--- src/rtl/sys_key_conditioner.sv ---
// rtl/sys_key_conditioner.sv - key/switch sync+debounce, single-step clock, CPU reset and step counter; optional auto-run via STEP_AUTORUN_EN

// Two-flop synchroniser followed by a counting debouncer for one raw input.
module sys_key_conditioner_db #(
  parameter int   DB_MAX    = 250000,
  parameter logic RST_LEVEL = 1'b0
) (
  input  logic clk,
  input  logic resetn,
  input  logic raw,
  output logic level
);

  localparam int            CW       = $clog2(DB_MAX) + 1;
  localparam logic [CW-1:0] CNT_LAST = CW'(DB_MAX - 1);

  logic          sync1;
  logic          sync2;
  logic [CW-1:0] cnt;

  // Bring the asynchronous input into the clock domain; reset to the idle level so no count starts.
  always_ff @(posedge clk) begin
    if (!resetn) begin
      sync1 <= RST_LEVEL;
      sync2 <= RST_LEVEL;
    end else begin
      sync1 <= raw;
      sync2 <= sync1;
    end
  end

  // Count consecutive disagreeing cycles; any agreeing cycle restarts the count, so glitches never flip the level.
  always_ff @(posedge clk) begin
    if (!resetn) begin
      level <= RST_LEVEL;
      cnt   <= '0;
    end else if (sync2 == level) begin
      cnt <= '0;
    end else if (cnt == CNT_LAST) begin
      level <= sync2;
      cnt   <= '0;
    end else begin
      cnt <= cnt + 1'b1;
    end
  end

endmodule

module sys_key_conditioner #(
  parameter int DB_MAX   = 250000,
  parameter int STRETCH  = 4,
  parameter int AUTO_DIV = 25000000
) (
  input  logic        SYS_clk_in,
  input  logic        SYS_rst,
  input  logic        KEY_step_n,
  input  logic        KEY_rst_n,
  input  logic        SW_load,
  input  logic        SW_run,
  output logic        STEP_pulse,
  output logic        STEP_clk,
  output logic        CPU_rst_n,
  output logic        LOAD_lvl,
  output logic [15:0] STEP_count,
  output logic        BUSY
);

  typedef enum logic {
    IDLE = 1'b0,
    HIGH = 1'b1
  } state_t;

  localparam int             SCW          = (STRETCH > 1) ? $clog2(STRETCH) : 1;
  localparam logic [SCW-1:0] STRETCH_LOAD = SCW'(STRETCH - 1);

  logic           step_db;
  logic           rst_db;
  logic           load_db;
  logic           step_prev;
  logic           manual_req;
  logic           step_req;
  logic           step_fire;
  logic           cpu_rst_n_q;
  logic           load_lvl_q;
  logic           step_pulse_q;
  logic           step_clk_q;
  state_t         state;
  logic [SCW-1:0] stretch_cnt;
  logic [15:0]    step_count_q;
  logic [15:0]    step_count_d;

  sys_key_conditioner_db #(.DB_MAX(DB_MAX), .RST_LEVEL(1'b1)) u_step_db (
    .clk    (SYS_clk_in),
    .resetn (SYS_rst),
    .raw    (KEY_step_n),
    .level  (step_db)
  );

  sys_key_conditioner_db #(.DB_MAX(DB_MAX), .RST_LEVEL(1'b1)) u_rst_db (
    .clk    (SYS_clk_in),
    .resetn (SYS_rst),
    .raw    (KEY_rst_n),
    .level  (rst_db)
  );

  sys_key_conditioner_db #(.DB_MAX(DB_MAX), .RST_LEVEL(1'b0)) u_load_db (
    .clk    (SYS_clk_in),
    .resetn (SYS_rst),
    .raw    (SW_load),
    .level  (load_db)
  );

  // Register the clean CPU reset and load level, and keep the previous step level for press detection.
  always_ff @(posedge SYS_clk_in) begin
    if (!SYS_rst) begin
      cpu_rst_n_q <= 1'b0;
      load_lvl_q  <= 1'b0;
      step_prev   <= 1'b1;
    end else begin
      cpu_rst_n_q <= rst_db;
      load_lvl_q  <= load_db;
      step_prev   <= step_db;
    end
  end

  // Only the released-to-pressed transition of the debounced key is a step request.
  assign manual_req = step_prev & ~step_db;

`ifdef STEP_AUTORUN_EN
  localparam int            DW       = (AUTO_DIV > 1) ? $clog2(AUTO_DIV) : 1;
  localparam logic [DW-1:0] DIV_LAST = DW'(AUTO_DIV - 1);

  logic          run_db;
  logic          auto_req;
  logic [DW-1:0] div_cnt;

  sys_key_conditioner_db #(.DB_MAX(DB_MAX), .RST_LEVEL(1'b0)) u_run_db (
    .clk    (SYS_clk_in),
    .resetn (SYS_rst),
    .raw    (SW_run),
    .level  (run_db)
  );

  // Free-running step divider, held at zero unless running and out of CPU reset.
  always_ff @(posedge SYS_clk_in) begin
    if (!SYS_rst || !run_db || !cpu_rst_n_q) begin
      div_cnt <= '0;
    end else if (div_cnt == DIV_LAST) begin
      div_cnt <= '0;
    end else begin
      div_cnt <= div_cnt + 1'b1;
    end
  end

  assign auto_req = run_db & cpu_rst_n_q & (div_cnt == DIV_LAST);
  assign step_req = run_db ? auto_req : manual_req;
`else
  logic sw_run_unused;

  assign sw_run_unused = SW_run;
  assign step_req      = manual_req;
`endif

  assign step_fire = (state == IDLE) & step_req & cpu_rst_n_q & ~load_lvl_q;

  // Next step count: cleared while the CPU is in reset, bumped on every issued step, wraps naturally.
  always_comb begin
    step_count_d = step_count_q;
    if (!cpu_rst_n_q) begin
      step_count_d = '0;
    end else if (step_fire) begin
      step_count_d = step_count_q + 16'd1;
    end
  end

  // Step FSM: one strobe per request, then hold the step clock high for STRETCH cycles.
  always_ff @(posedge SYS_clk_in) begin
    if (!SYS_rst) begin
      state        <= IDLE;
      stretch_cnt  <= '0;
      step_pulse_q <= 1'b0;
      step_clk_q   <= 1'b0;
      step_count_q <= '0;
    end else begin
      step_count_q <= step_count_d;
      step_pulse_q <= 1'b0;
      case (state)
        IDLE: begin
          if (step_fire) begin
            state        <= HIGH;
            step_pulse_q <= 1'b1;
            step_clk_q   <= 1'b1;
            stretch_cnt  <= STRETCH_LOAD;
          end
        end
        HIGH: begin
          if (!cpu_rst_n_q || (stretch_cnt == '0)) begin
            state      <= IDLE;
            step_clk_q <= 1'b0;
          end else begin
            stretch_cnt <= stretch_cnt - 1'b1;
          end
        end
        default: begin
          state      <= IDLE;
          step_clk_q <= 1'b0;
        end
      endcase
    end
  end

  assign STEP_pulse = step_pulse_q;
  assign STEP_clk   = step_clk_q;
  assign BUSY       = step_clk_q;
  assign CPU_rst_n  = cpu_rst_n_q;
  assign LOAD_lvl   = load_lvl_q;
  assign STEP_count = step_count_q;

endmodule

--- config.mk ---
export PLATFORM = sky130hd
export DESIGN_NAME = sys_key_conditioner
export DESIGN_NICKNAME = d
export VERILOG_FILES = /design/src/rtl/sys_key_conditioner.sv
export SDC_FILE = /design/constraint.sdc
export NUM_CORES = 1
export LEC_CHECK = 0
export CORE_MARGIN = 1.5
export CORE_UTILIZATION = 50
export DETAILED_ROUTE_END_ITERATION = 8
export DONT_BUFFER_PORTS = 1
export HOLD_SLACK_MARGIN = 0.1
export SYNTH_ARGS = -nofsm -noshare
export SYNTH_HDL_FRONTEND = slang
export SYNTH_HIERARCHICAL = 1
export SYNTH_SLANG_ARGS = --single-unit
--- constraint.sdc ---
create_clock -name SYS_clk_in -period 2.5 [get_ports SYS_clk_in]
set_input_delay 0.5 -clock SYS_clk_in [delete_from_list [all_inputs] [get_ports SYS_clk_in]]
set_output_delay 0.5 -clock SYS_clk_in [all_outputs]
set_load 0.05 [all_outputs]
Yosys cells after proc, flatten, opt, wreduce, memory -nomap -nowiden
Cells that the tools add are included.
W data, S select, Z words.
{"block": "totals", "regBits": 90, "in_bits": 6, "wordCells": 67, "out_inout_bits": 21}
{"block": "op_classes", "addsub": 5, "reduce_logical": 13, "mux": 9, "n_bitwise": 11, "n_eq_ne": 9}
{"op": "$add A19 B1 Y19 const B", "count": 3}
{"op": "$eq A19 B18 Y1 const B", "count": 3}
{"op": "$add A16 B1 Y16 const B", "count": 1}
{"op": "$reduce_and A2 Y1", "count": 6}
{"op": "$reduce_or A3 Y1", "count": 3}
{"op": "$not A1 Y1", "count": 7}
{"op": "$and A1 B1 Y1", "count": 4}
{"op": "$mux W1", "count": 4}
{"op": "$mux W2", "count": 2}
{"op": "$ne A2 B2 Y1 const B", "count": 2}
{"op": "$pmux W1 S2", "count": 2}
{"op": "$pmux W2 S2", "count": 1}
{"op": "$eq A1 B1 Y1", "count": 3}
{"op": "$logic_not A2 Y1", "count": 1}
{"op": "$ne A2 B1 Y1 const B", "count": 1}
{"op": "$reduce_or A2 Y1", "count": 1}
{"op": "$sub A2 B1 Y2 const B", "count": 1}
{"op": "$logic_not A1 Y1", "count": 1}
{"op": "$logic_or A1 B1 Y1", "count": 1}

Depth between registers and ports, before layout
Gate-level depths: netlist (run 1).
{"block": "logic_depth", "ltp_word": 7, "depth_mapped": 6, "depth_no_buf": 5}

Cells and area by module
Netlist (run 1), hierarchy kept.
{"mod": "sys_key_conditioner_db at u_rst_db ...", "cells_per_inst": 109, "n_inst": 2, "area_each_um2": 997.2}
{"mod": "sys_key_conditioner", "cells_per_inst": 113, "n_inst": 1, "area_each_um2": 1054.8}
{"mod": "sys_key_conditioner_db at u_load_db", "cells_per_inst": 105, "n_inst": 1, "area_each_um2": 953.4}

Worst setup path after synthesis (run 1)
OpenSTA, ideal clock, no wires.
{"block": "synth_path", "path_kind": "register -> register", "startpoint": "register step_count_q[5] (netlist: STEP_count[5])", "endpoint": "register step_count_q[15] (netlist: STEP_count[15])", "slack_ps": 678, "period_less_slack_ps": 1822, "n_path_buf": 1, "t_arrival_ps": 1751, "setup_ps": 71, "stages_incl_launch_ff": 6, "cell_sequence": "dfxtp_1 -> and4_1 -> buf_6 -> nand2_4 -> or4_1 -> a21oi_1"}
{"block": "synth_between", "elab_chain_cells": 1}
{"item": "from (decl)", "line_no": "89", "rtl": "logic [15:0] step_count_q;"}
{"item": "from (signal assigned)", "line_no": "185", "rtl": "step_count_q <= step_count_d;"}
{"item": "$add A16 B1 Y16", "line_no": "172", "rtl": "step_count_d = step_count_q + 16'd1;"}
Every way passes these cells.
A chain may end at the register's enable or synchronous reset.

Final worst setup path (run 1)
{"block": "layout_path", "startpoint": "register step_count_q[7] (netlist: STEP_count[7])", "endpoint": "register step_count_q[15] (netlist: STEP_count[15])"}
The elaborated chain is that of the path after synthesis.

==> impl_metrics.csv, run 1 <==
group,metric,value,unit
run_status,status,"complete, no violations",
worst_hold_path,min_from,"SYS_rst",
timing,max_freq,514,MHz
final_layout,layout_commonest_cell,"dfxtp_1",
final_layout,antenna_cells,0,
setup_path,start_kind,"flop",
yosys,ys_ff_latch,90,
pwr,ir_drop,0.274,mV
yosys,async_flop_share,0,
clocking,clk_path_buf_depth,2,
final_layout,fin_area,4380,um^2
clocking,cts_tree,"built",
timing,hold_viol,0,
die,die_area,8550,um^2
final_layout,areaGrowthSynthToFinish,9.32,%
placement,numPortBuffers,0,
pwr,p_leak,1.39,nW
pwr,switching_power,0.560,mW
setup_path,required,2.80,ns
detailed_routing,first_pass_iters,6,
timing,slew_headroom,0.591,
worst_hold_path,whs_path_depth,1,
clocking,cts_root_buf,"clkbuf_8",
placement,dpl_cell_area,4180,um^2
timing,fin_crit,1.95,ns
yosys,synth_ff_type,"dfxtp_1",
timing,finClkSkew,0.0188,ns
pwr,pwr-share-comb,0.012,
yosys,yosys_warnings,6,
clocking,postCtsSetupBuffers,0,
setup_path,critPathLaunch,"STEP_count[7]$_SDFFE_PN0P_",
global_routing,antenna_found_initial,0,
yosys,yosysTopAreaCell,"dfxtp_1",
detailed_routing,vias,3024,
setup_path,critPathMaxFanout,7,
detailed_routing,avgRoutedWirePerCell,12.8,um
clocking,insertion_delay,0.36,ns
yosys,syn_avg_cell_area,9.18,um^2
die,num_rows,32,
setup_path,end_kind,"flop",
pwr,p_seq_frac,0.582,
yosys,ys_seq_area_frac,0.450,
clocking,clock_sinks,90,
timing,fin_crit_sh,0.778,
final_layout,final_cell_mix,"90 x dfxtp_1, 73 x nor2_1, 37 x xnor2_1",
yosys,synth_cell_types,48,
yosys,syn_nets,447,
final_layout,drive_gt1_frac,0.114,
timing,rsz0062_at_grt,"false",
final_layout,fin_util,0.566,
clocking,cts_max_level,3,
global_routing,grt_use_total,0.183,
pwr,p_int,1.92,mW
die,ios,27,
timing,worst_pin_slew,0.613,ns
yosys,syn_area,4000,um^2
placement,gp_congestion,0.789,
yosys,syn_inst,436,
global_routing,grt_pass1_vias,2839,
yosys,synth_edf_count,0,
die,die_w,92.5,um
worst_hold_path,hold_path.class,"in -> reg",
yosys,synth.area.top_cells,"dfxtp_1 45%, xnor2_1 8.1%, nor2_1 6.8%",
detailed_routing,viasPerCell,5.41,
detailed_routing,remaining_drc_errors,0,
pwr,power_density,566,nW/um^2
pwr,clock_power_share,0.406,
yosys,synth_top_area_frac,0.450,
timing,fin_setup_tns,0,ns
final_layout,fin_nets,463,
detailed_routing,ant_nets,0,
clocking,cts_buffers,9,
job,drv_cap,0,
global_routing,grt_start_max_net_pins,20,
timing,setup_violations,0,
setup_path,cp.arrival,2.24,ns
setup_path,critical_path_class,"reg -> reg",
setup_path,r2r_start,"STEP_count[7]$_SDFFE_PN0P_",
die,initial_utilization,0.518,
detailed_routing,drt-total-wl,7180,um
global_routing,grt_first_pass_wirelength,12800,um
setup_path,worstRegToRegCells,4,
die,coreArea,7730,um^2
clocking,hold_buffers,0,
pwr,p_sw_frac,0.226,
timing,slew_viol_final,0,
clocking,clkTransAtPathRegs,0.10,ns
placement,dp_hpwl,4910,um
global_routing,grt_overflow,0,
detailed_routing,drt_iter0_markers,61,
clocking,cts_resized,0,
die,die_h,92.5,um
[cells by family (layout without fill, tap and decap cells)]
logic type	Yosys count	count (layout)	share of synthesized area
simple gates	221	221	0.319
flops	90	90	0.450
xor+xnor	53	53	0.116
compound gates	42	42	0.0688
buf+inv	24	45	0.0281
fa+ha+maj	5	5	0.0156
mux	1	1	0.00250
[through the flow]
stage	total power [mW]	hold slack (ns)	setup WS, ns	std cells
3_3_place_gp	1.51	0.394	0.567	543
6_report	2.48	0.223	0.555	559
4_1_cts	2.51	0.209	0.525	559
3_5_place_dp	1.51	0.397	0.548	543
5_1_grt	2.59	0.213	0.366	559
2_1_floorplan	1.50	0.386	0.678	436
[power groups by stage]
stage / Clock (mW) / Sequential [mW] / Combinational (mW)
after CTS: 1.04 / 1.44 / 0.0298
after floorplan: 0 / 1.48 / 0.0197
after detailed placement: 0 / 1.48 / 0.0297
after global routing: 1.11 / 1.44 / 0.0330
final: 1.01 / 1.44 / 0.0292
after global placement: 0 / 1.48 / 0.0292
[synthesized netlist by cell type (all sizes together), types with 6 or more instances]
cell type,number
a21oi,13
and2,7
and3,6
buf,7
dfxtp,90
inv,16
nand2,21
nand2b,7
nand3,25
nand4,18
nor2,73
nor3,15
nor4,16
o21ai,18
or3,11
or4,8
xnor2,37
xor2,16
[sequential cells by signal (all words and copies together) (netlist names), 2 cells and up]
signal and count:
STEP_count 16, u_step_db/cnt 19, stretch_cnt 2, u_load_db/cnt 19, u_rst_db/cnt 19
[cell type report]
class	instances	area, um^2
Inverter	16	60.1
Fill cell	701	3350
Clock inverter	7	76.3
Sequential cell	90	1800
Tap cell	102	128
Clock buffer	9	124
Multi-Input combinational cell	322	2090
Timing Repair Buffer	13	97.6
[routing by layer]
metal | global-route usage | wire length (um)
met4 | 0.0654 | 102
met1 | 0.247 | 3620
met2 | 0.290 | 3230
met5 | 0 | 0
met3 | 0.0337 | 219
[worst paths after layout]
kind | end | slack (ns)
worst min-delay path | step_prev$_SDFF_PN1_ | 0.22
worst min register to register | u_rst_db/sync2$_SDFF_PN1_ | 0.42
worst max-delay path | STEP_count[15]$_SDFFE_PN0P_ | 0.55
worst max register to register | STEP_count[15]$_SDFFE_PN0P_ | 0.55
[worst max-delay path: stages (launching register included)]
cell     delay (ns)
dfxtp_1        0.69
and4_1         0.46
nand2_4        0.08
or4_1          0.51
a21oi_1        0.14
Note: power is estimated with default switching activity, not from simulation.
==> run 2: changes to the inputs <==
Clock period 2.5 ns to 1.8 ns, I/O delays scaled along.
==> impl_metrics.csv, run 2 (synthesized netlist as in run 1, its figures left out) <==
group,metric,value,unit
global_routing,antenna_found_initial,0,
timing,finClkSkew,0.0158,ns
worst_hold_path,min_to,"u_load_db/sync1$_SDFF_PN0_",
timing,fin_crit_sh,0.956,
final_layout,antenna_cells,0,
die,die_area,8550,um^2
timing,worst_pin_slew,0.559,ns
final_layout,drive_gt1_frac,0.194,
die,ios,27,
timing,slew_viol_final,0,
worst_hold_path,hold_path.class,"in -> reg",
final_layout,final_cell_mix,"82 x dfxtp_1, 73 x nor2_1, 41 x buf_4",
final_layout,areaGrowthSynthToFinish,17.9,%
clocking,clkTransAtPathRegs,0.09,ns
pwr,power_density,751,nW/um^2
setup_path,critical_path_class,"reg -> reg",
setup_path,end_kind,"flop",
detailed_routing,first_pass_iters,4,
detailed_routing,viasPerCell,5.28,
worst_hold_path,min_from,"SYS_rst",
global_routing,grt_first_pass_wirelength,13600,um
detailed_routing,drt-total-wl,7670,um
setup_path,rrSetupSlack,0.08,ns
die,coreArea,7730,um^2
placement,numPortBuffers,0,
clocking,cts_tree,"built",
die,initial_utilization,0.518,
final_layout,layout_commonest_cell,"dfxtp_1",
detailed_routing,vias,3125,
die,num_rows,32,
detailed_routing,remaining_drc_errors,0,
clocking,insertion_delay,0.36,ns
placement,dpl_cell_area,4450,um^2
pwr,p_leak,1.58,nW
timing,fin_crit,1.72,ns
worst_hold_path,whs_path_depth,1,
global_routing,grt_pass1_vias,3071,
final_layout,fin_area,4720,um^2
setup_path,worstRegToRegCells,5,
clocking,clock_sinks,90,
timing,setup_violations,0,
timing,fin_setup_tns,0,ns
setup_path,required,2.09,ns
detailed_routing,avgRoutedWirePerCell,13.0,um
timing,max_freq,581,MHz
global_routing,grt_overflow,0,
clocking,clk_path_buf_depth,2,
run_status,status,"complete, no violations",
detailed_routing,ant_nets,0,
die,die_h,92.5,um
pwr,ir_drop,0.461,mV
clocking,cts_root_buf,"clkbuf_8",
timing,rsz0062_at_grt,"false",
timing,slew_headroom,0.622,
clocking,cts_max_level,3,
setup_path,r2r_start,"u_step_db/cnt[1]$_SDFF_PP0_",
clocking,postCtsSetupBuffers,0,
clocking,cts_buffers,9,
final_layout,fin_nets,497,
pwr,power,3.54,mW
setup_path,critPathMaxFanout,3,
global_routing,grt_start_max_net_pins,20,
placement,gp_congestion,0.792,
setup_path,start_kind,"flop",
setup_path,timing.rr.end,"u_step_db/cnt[18]$_SDFF_PP0_",
timing,hold_viol,0,
detailed_routing,drt_iter0_markers,100,
placement,dp_hpwl,5370,um
setup_path,cp.arrival,2.01,ns
final_layout,largest_registers,"u_load_db/cnt (19), u_rst_db/cnt (19), u_step_db/cnt (19)",
die,die_w,92.5,um
global_routing,grt_use_total,0.196,
job,drv_cap,0,
==> run 2: cell count changes in the layout (fill, tap and decap cells not counted), sizes merged <==
cell,delta
inv,-2
dlygate4sd3,+3
bufinv,+1
clkinv,-1
clkbuf,+1
buf,+31
==> run 2: cell type report <==
class | instances | area (um^2)
Clock buffer | 10 | 128
Clock inverter | 5 | 80.1
Fill cell | 700 | 3010
Inverter | 16 | 60.1
Multi-Input combinational cell | 322 | 2110
Sequential cell | 90 | 1810
Tap cell | 102 | 128
Timing Repair Buffer | 47 | 398
==> run 2: critical path, stage by stage, from the launching register on <==
cell and delay [ns]:
dfxtp_2 0.34, ha_2 0.18, nand3_2 0.10, or4_4 0.57, or3_4 0.35, a21oi_2 0.12
==> run 2: worst max-delay path by stage <==
stage / from / to / slack, ns / cells past startpoint
global placement: u_load_db/cnt[1]$_SDFF_PP0_ / u_load_db/cnt[18]$_SDFF_PP0_ / 0.1 / 5
finish: u_step_db/cnt[1]$_SDFF_PP0_ / u_step_db/cnt[18]$_SDFF_PP0_ / 0.08 / 5
global route: u_step_db/cnt[0]$_SDFF_PP0_ / u_step_db/cnt[18]$_SDFF_PP0_ / 0.01 / 5
detailed placement: u_load_db/cnt[1]$_SDFF_PP0_ / u_load_db/cnt[16]$_SDFF_PP0_ / 0.06 / 5
CTS: u_load_db/cnt[1]$_SDFF_PP0_ / u_load_db/cnt[16]$_SDFF_PP0_ / 0.04 / 5
floorplan: STEP_count[9]$_SDFFE_PN0P_ / STEP_count[15]$_SDFFE_PN0P_ / 0.006 / 4
==> run 2: what timing repair did <==
| item | 4_1_cts | 5_1_grt |
|---|---|---|
| gates resized for setup | 0 | 10 |
| endpoints found under the setup margin | 0 | 5 |
| hold endpoints to repair | 7 | 0 |
| hold buffers | 3 | 0 |
==> run 2: metal layers <==
metal	part of all wire	vias up	wire length (um)	global-route usage
met3	0.034	9	264	0.0443
met2	0.45	45	3420	0.315
li1	-	1633	-	-
met1	0.50	1438	3870	0.254
met4	0.015	0	113	0.0795
met5	0	-	0	0
==> run 2: report_power, final <==
part	switching, mW	leakage [nW]	total (mW)	internal (mW)
combinational	0.0331	0.749	0.0583	0.0252
clock	0.708	0.0984	1.48	0.773
sequential	0.00514	0.731	2.00	2.00
==> run 2: metrics by stage <==
step,setup WS [ns],std cells,util,hold slack (ns)
after global routing,0.00967,592,0.611,0.105
after CTS,0.0376,592,0.607,0.108
final,0.0790,592,0.611,0.124
after floorplan,0.00614,436,-,0.386
after global placement,0.0996,574,0.576,0.393
after detailed placement,0.0573,574,0.576,0.391
